--- src/rtl/hazard_ctrl_pkg.sv ---
// Shared types and constants for the pipeline hazard controller.
// Holds the FSM state enum, forward-select codes and the load result-source code.
package hazard_ctrl_pkg;

    typedef enum logic [1:0] {
        RUN      = 2'b00,
        LDSTALL  = 2'b01,
        REDIRECT = 2'b10
    } haz_state_e;

    localparam logic [1:0] FWD_RF   = 2'b00;
    localparam logic [1:0] FWD_W    = 2'b01;
    localparam logic [1:0] FWD_M    = 2'b10;

    localparam logic [1:0] RES_LOAD = 2'b01;

endpackage

--- src/rtl/hazard_fwd_sel.sv ---
// Forward-select decode for one Execute operand.
// Ports: rs (Execute source), rd_m/reg_write_m, rd_w/reg_write_w -> fwd select.
module hazard_fwd_sel (
    input  logic [4:0] rs,
    input  logic [4:0] rd_m,
    input  logic       reg_write_m,
    input  logic [4:0] rd_w,
    input  logic       reg_write_w,
    output logic [1:0] fwd
);
    import hazard_ctrl_pkg::*;

    // Memory is younger than Writeback, so it wins; x0 never forwards.
    always_comb begin
        fwd = FWD_RF;
        if (reg_write_m && (rd_m != 5'd0) && (rd_m == rs)) begin
            fwd = FWD_M;
        end else if (reg_write_w && (rd_w != 5'd0) && (rd_w == rs)) begin
            fwd = FWD_W;
        end
    end

endmodule

--- config.mk ---
export PLATFORM = sky130hd
export DESIGN_NAME = hazard_fwd_sel
export DESIGN_NICKNAME = d
export VERILOG_FILES = /design/src/rtl/hazard_ctrl_pkg.sv /design/src/rtl/hazard_fwd_sel.sv
export SDC_FILE = /design/constraint.sdc
export NUM_CORES = 1
export LEC_CHECK = 0
export CORE_AREA = 5 5 42 44
export DETAILED_ROUTE_END_ITERATION = 8
export DIE_AREA = 0 0 47 49
export PLACE_DENSITY = 0.52
export SETUP_SLACK_MARGIN = 0.02
export SLEW_MARGIN = 30
export SYNTH_ARGS = -nofsm -noshare
export SYNTH_HDL_FRONTEND = slang
export SYNTH_SLANG_ARGS = --single-unit
--- constraint.sdc ---
create_clock -name vclk -period 1.9
set_input_delay 0.38 -clock vclk [all_inputs]
set_output_delay 0.38 -clock vclk [all_outputs]
set_load 0.01 [all_outputs]
Word-level counts from Yosys, hierarchy flattened:

Cells that the tools add are included.

* word-level logic and storage cells: 10
* input port bits: 17
* register bits after elaboration: 0

* reduce and logical (&&, ||, !) cells: 6
* eq/ne operators: 2
* mux-type cells: 2

Operators by type and width (count)
* 5-bit equality test: 2
* 5-bit nonzero test: 2
* 1-bit logical AND: 4
* 2-bit 2-to-1 mux: 1
* 1-bit 2-to-1 mux: 1

Depth between registers and ports, before layout:

* depth after elaboration: 5
* depth in mapped cells: 4
* mapped depth without buffers: 4

Least setup slack after synthesis:

OpenSTA, ideal clock, no wires.

* path type: input to output
* from: input rd_m[0]
* to: output fwd[0]
* stages: 3
* path slack: 0.390 ns
* buffers on the path: 0
* arrival: 1.130 ns
* cell sequence: o41ai_2 > a211oi_2 > nor3_2

* cells in the longest elaborated chain, start to end: 4

Ends and longest elaborated chain
* from (decl): RTL line hazard_fwd_sel.sv:5 `input logic [4:0] rd_m,`
* 5-bit nonzero test: RTL line hazard_fwd_sel.sv:16 `if (reg_write_m && (rd_m != 5'd0) && (rd_m == rs)) begin`
* 1-bit logical AND: RTL line hazard_fwd_sel.sv:16
* 1-bit logical AND *: RTL line hazard_fwd_sel.sv:16
* 2-bit 2-to-1 mux *: RTL line hazard_fwd_sel.sv:16
* to (decl): RTL line hazard_fwd_sel.sv:9 `output logic [1:0] fwd`

Mark *: on every way between the ends. The rest lies on a longest branch, timed or not.

Worst setup path after layout:

Same ends and word-level chain as after synthesis.

==> results.py <==
metrics = {
    "routing": {
        "wirelength_microns": 629,
        "vias_per_cell": 3.87,
        "drc": 0,
        "firstDrtPassIters": 1,
        "drt_iter0_markers": 0,
        "antenna_left": 0,
        "avgRoutedWirePerCell_microns": 10.5,
        "dr_total_vias": 232,
    },
    "worst_setup_path": {
        "cp_max_fo": 2,
        "cp-end-kind": "output pin",
        "cp_slowest_cell": "dlygate4sd2_1",
        "cp.required_ps": 1520,
        "crit_chain": "dlygate4sd2_1, buf_4, xnor2_2, nand2_1, a211oi_2, nor3_2, buf_2",
        "cpPeakStageDelay_ps": 250,
        "critPathLaunchType": "primary input",
        "cp.arrival_ps": 1430,
        "startpoint": "rd_m[0]",
        "critical_path_class": "in2out",
    },
    "layout": {
        "multiInputGateArea_sq_um": 168,
        "nets": 63,
        "layout-drive-gt1-share": 0.364,
        "seq_cells": 0,
        "regArea_sq_um": 0,
        "fillers": 164,
        "diodes": 0,
        "post-route-util": 0.271,
        "final_area_sq_um": 379,
        "clock_buffers": 0,
        "area_delta_synth_final_pct": 150,
    },
    "logic_synthesis": {
        "synth_nets": 37,
        "yosys.area.top_type": "xnor2_1",
        "ys_seq_area_frac": 0,
        "yosys.area.top_type_share": 0.289,
        "synthTopCellsByArea": "xnor2_1 (29%), xor2_1 (17%), o41ai_2 (11%), a211oi_2 (8.3%), nand3_1 (6.6%)",
        "netlist_instances": 20,
        "synth_cell_types": 11,
        "synthesis.area_sq_um": 151,
        "syn_area_per_cell_sq_um": 7.57,
        "synth_warnings": 0,
    },
    "die": {
        "core_sq_um": 1400,
        "rows": 14,
        "ios": 19,
        "die_y_microns": 49,
        "die_area_sq_um": 2300,
        "initial_utilization": 0.108,
        "die_w_microns": 47,
    },
    "timing": {
        "worst_pin_slew_ps": 292,
        "fmax_ghz": 0.553,
        "layout_setup_ws_ps": 92.8,
        "hold_viol": 0,
        "post-route-period-util": 0.951,
        "rsz0062_at_grt": "no",
        "setup_viol": 0,
        "finalCriticalPeriod_ps": 1810,
        "drv_slew": 0,
        "relSlewSlack": 0.804,
    },
    "place": {
        "detailedPlace.worstSlack_ps": -570,
        "place_area_sq_um": 399,
        "port_buffers": 19,
        "post-dp-hpwl_microns": 553,
        "gp_congestion": 0.613,
    },
    "pwr": {
        "ir_drop_mv": 0.0326,
        "p_leak_uw": 0.000161,
        "finalPower_uw": 69.8,
        "power_density_nw_per_um2": 184,
    },
    "min_path": {
        "hp-class": "in2out",
        "holdCritStartpoint": "rs[1]",
    },
    "grt": {
        "grt_max_degree": 4,
        "grt-ovfl-total": 0,
        "grt_pass1_vias": 231,
        "grtUsageTotal": 0.0477,
        "antenna_found_initial": 0,
        "grt_pass1_wl_microns": 862,
    },
    "status": {
        "status": "finished, final reports clean",
    },
    "clocking": {
        "cts_setup_buffers": 0,
        "ctsHoldBuffers": 0,
    },
    "run": {
        "cap_violations": 0,
    },
}
==> final cells by class <==
cell class,count,share of cell area
repair buffers,24,0.505
multi-input cells,20,0.442
well taps,16,0.0528
==> worst paths after layout <==
| kind | to | slack [ps] | cells after the start |
|---|---|---|---|
| min | fwd[1] | 1230 | 5 |
| max | fwd[0] | 90 | 7 |
==> through the flow <==
| step | setup TNS (ps) | cells | hold slack, ps |
|---|---|---|---|
| floorplan | 0 | 20 | 869 |
| global placement | -1090 | 60 | 1750 |
| detailed placement | -1110 | 60 | 1740 |
| CTS | 0 | 60 | 1290 |
| global route | 0 | 60 | 1270 |
| finish | 0 | 60 | 1230 |
==> synthesized netlist by cell type, drive strengths merged <==
cell,n
xnor2,5
nor3,3
xor2,3
nand2,2
nand3,2
a211oi,1
a21oi,1
nor2,1
nor4,1
o41ai,1
==> worst max-delay path, delay by kind of cell <==
kind	cells	cell delay, ps
buf+inv	3	530
simple gates	2	150
compound gates	1	250
xor+xnor	1	130
==> metal layers <==
metal / up-vias / share of wire / GRT usage
li1: 121 / - / -
met1: 102 / 0.29 / 0.0413
met2: 9 / 0.56 / 0.104
met3: 0 / 0.14 / 0.0111
met4: 0 / 0 / 0
met5: - / 0 / 0
==> cells in the final DEF (no fill, tap or decap), types with 2 or more instances in the layout <==
master | netlist | layout
nand3_1 | 2 | 2
nand2_1 | 2 | 2
xnor2_1 | 5 | 4
buf_2 | 0 | 2
buf_4 | 0 | 5
dlygate4sd2_1 | 0 | 9
nor3_1 | 2 | 2
clkdlybuf4s50_1 | 0 | 4
clkbuf_2 | 0 | 3
xor2_1 | 3 | 3
==> power breakdown <==
part	switching, uW	internal, uW
sequential	0	0
combinational	27.2	42.6
clock	0	0
==> cells by family (layout without fill, tap and decap cells) <==
logic type / count (synthesis) / count (layout) / synth area share
simple gates: 9 / 9 / 0.314
xor+xnor: 8 / 8 / 0.463
compound gates: 3 / 3 / 0.223
buf+inv: 0 / 24 / 0
==> repair_timing <==
action / 4_1_cts / 5_1_grt
resized for setup: 25 / 6
setup endpoints to repair: 2 / 1
pin swaps: 7 / 6
Power figures use the tool's default switching activity.
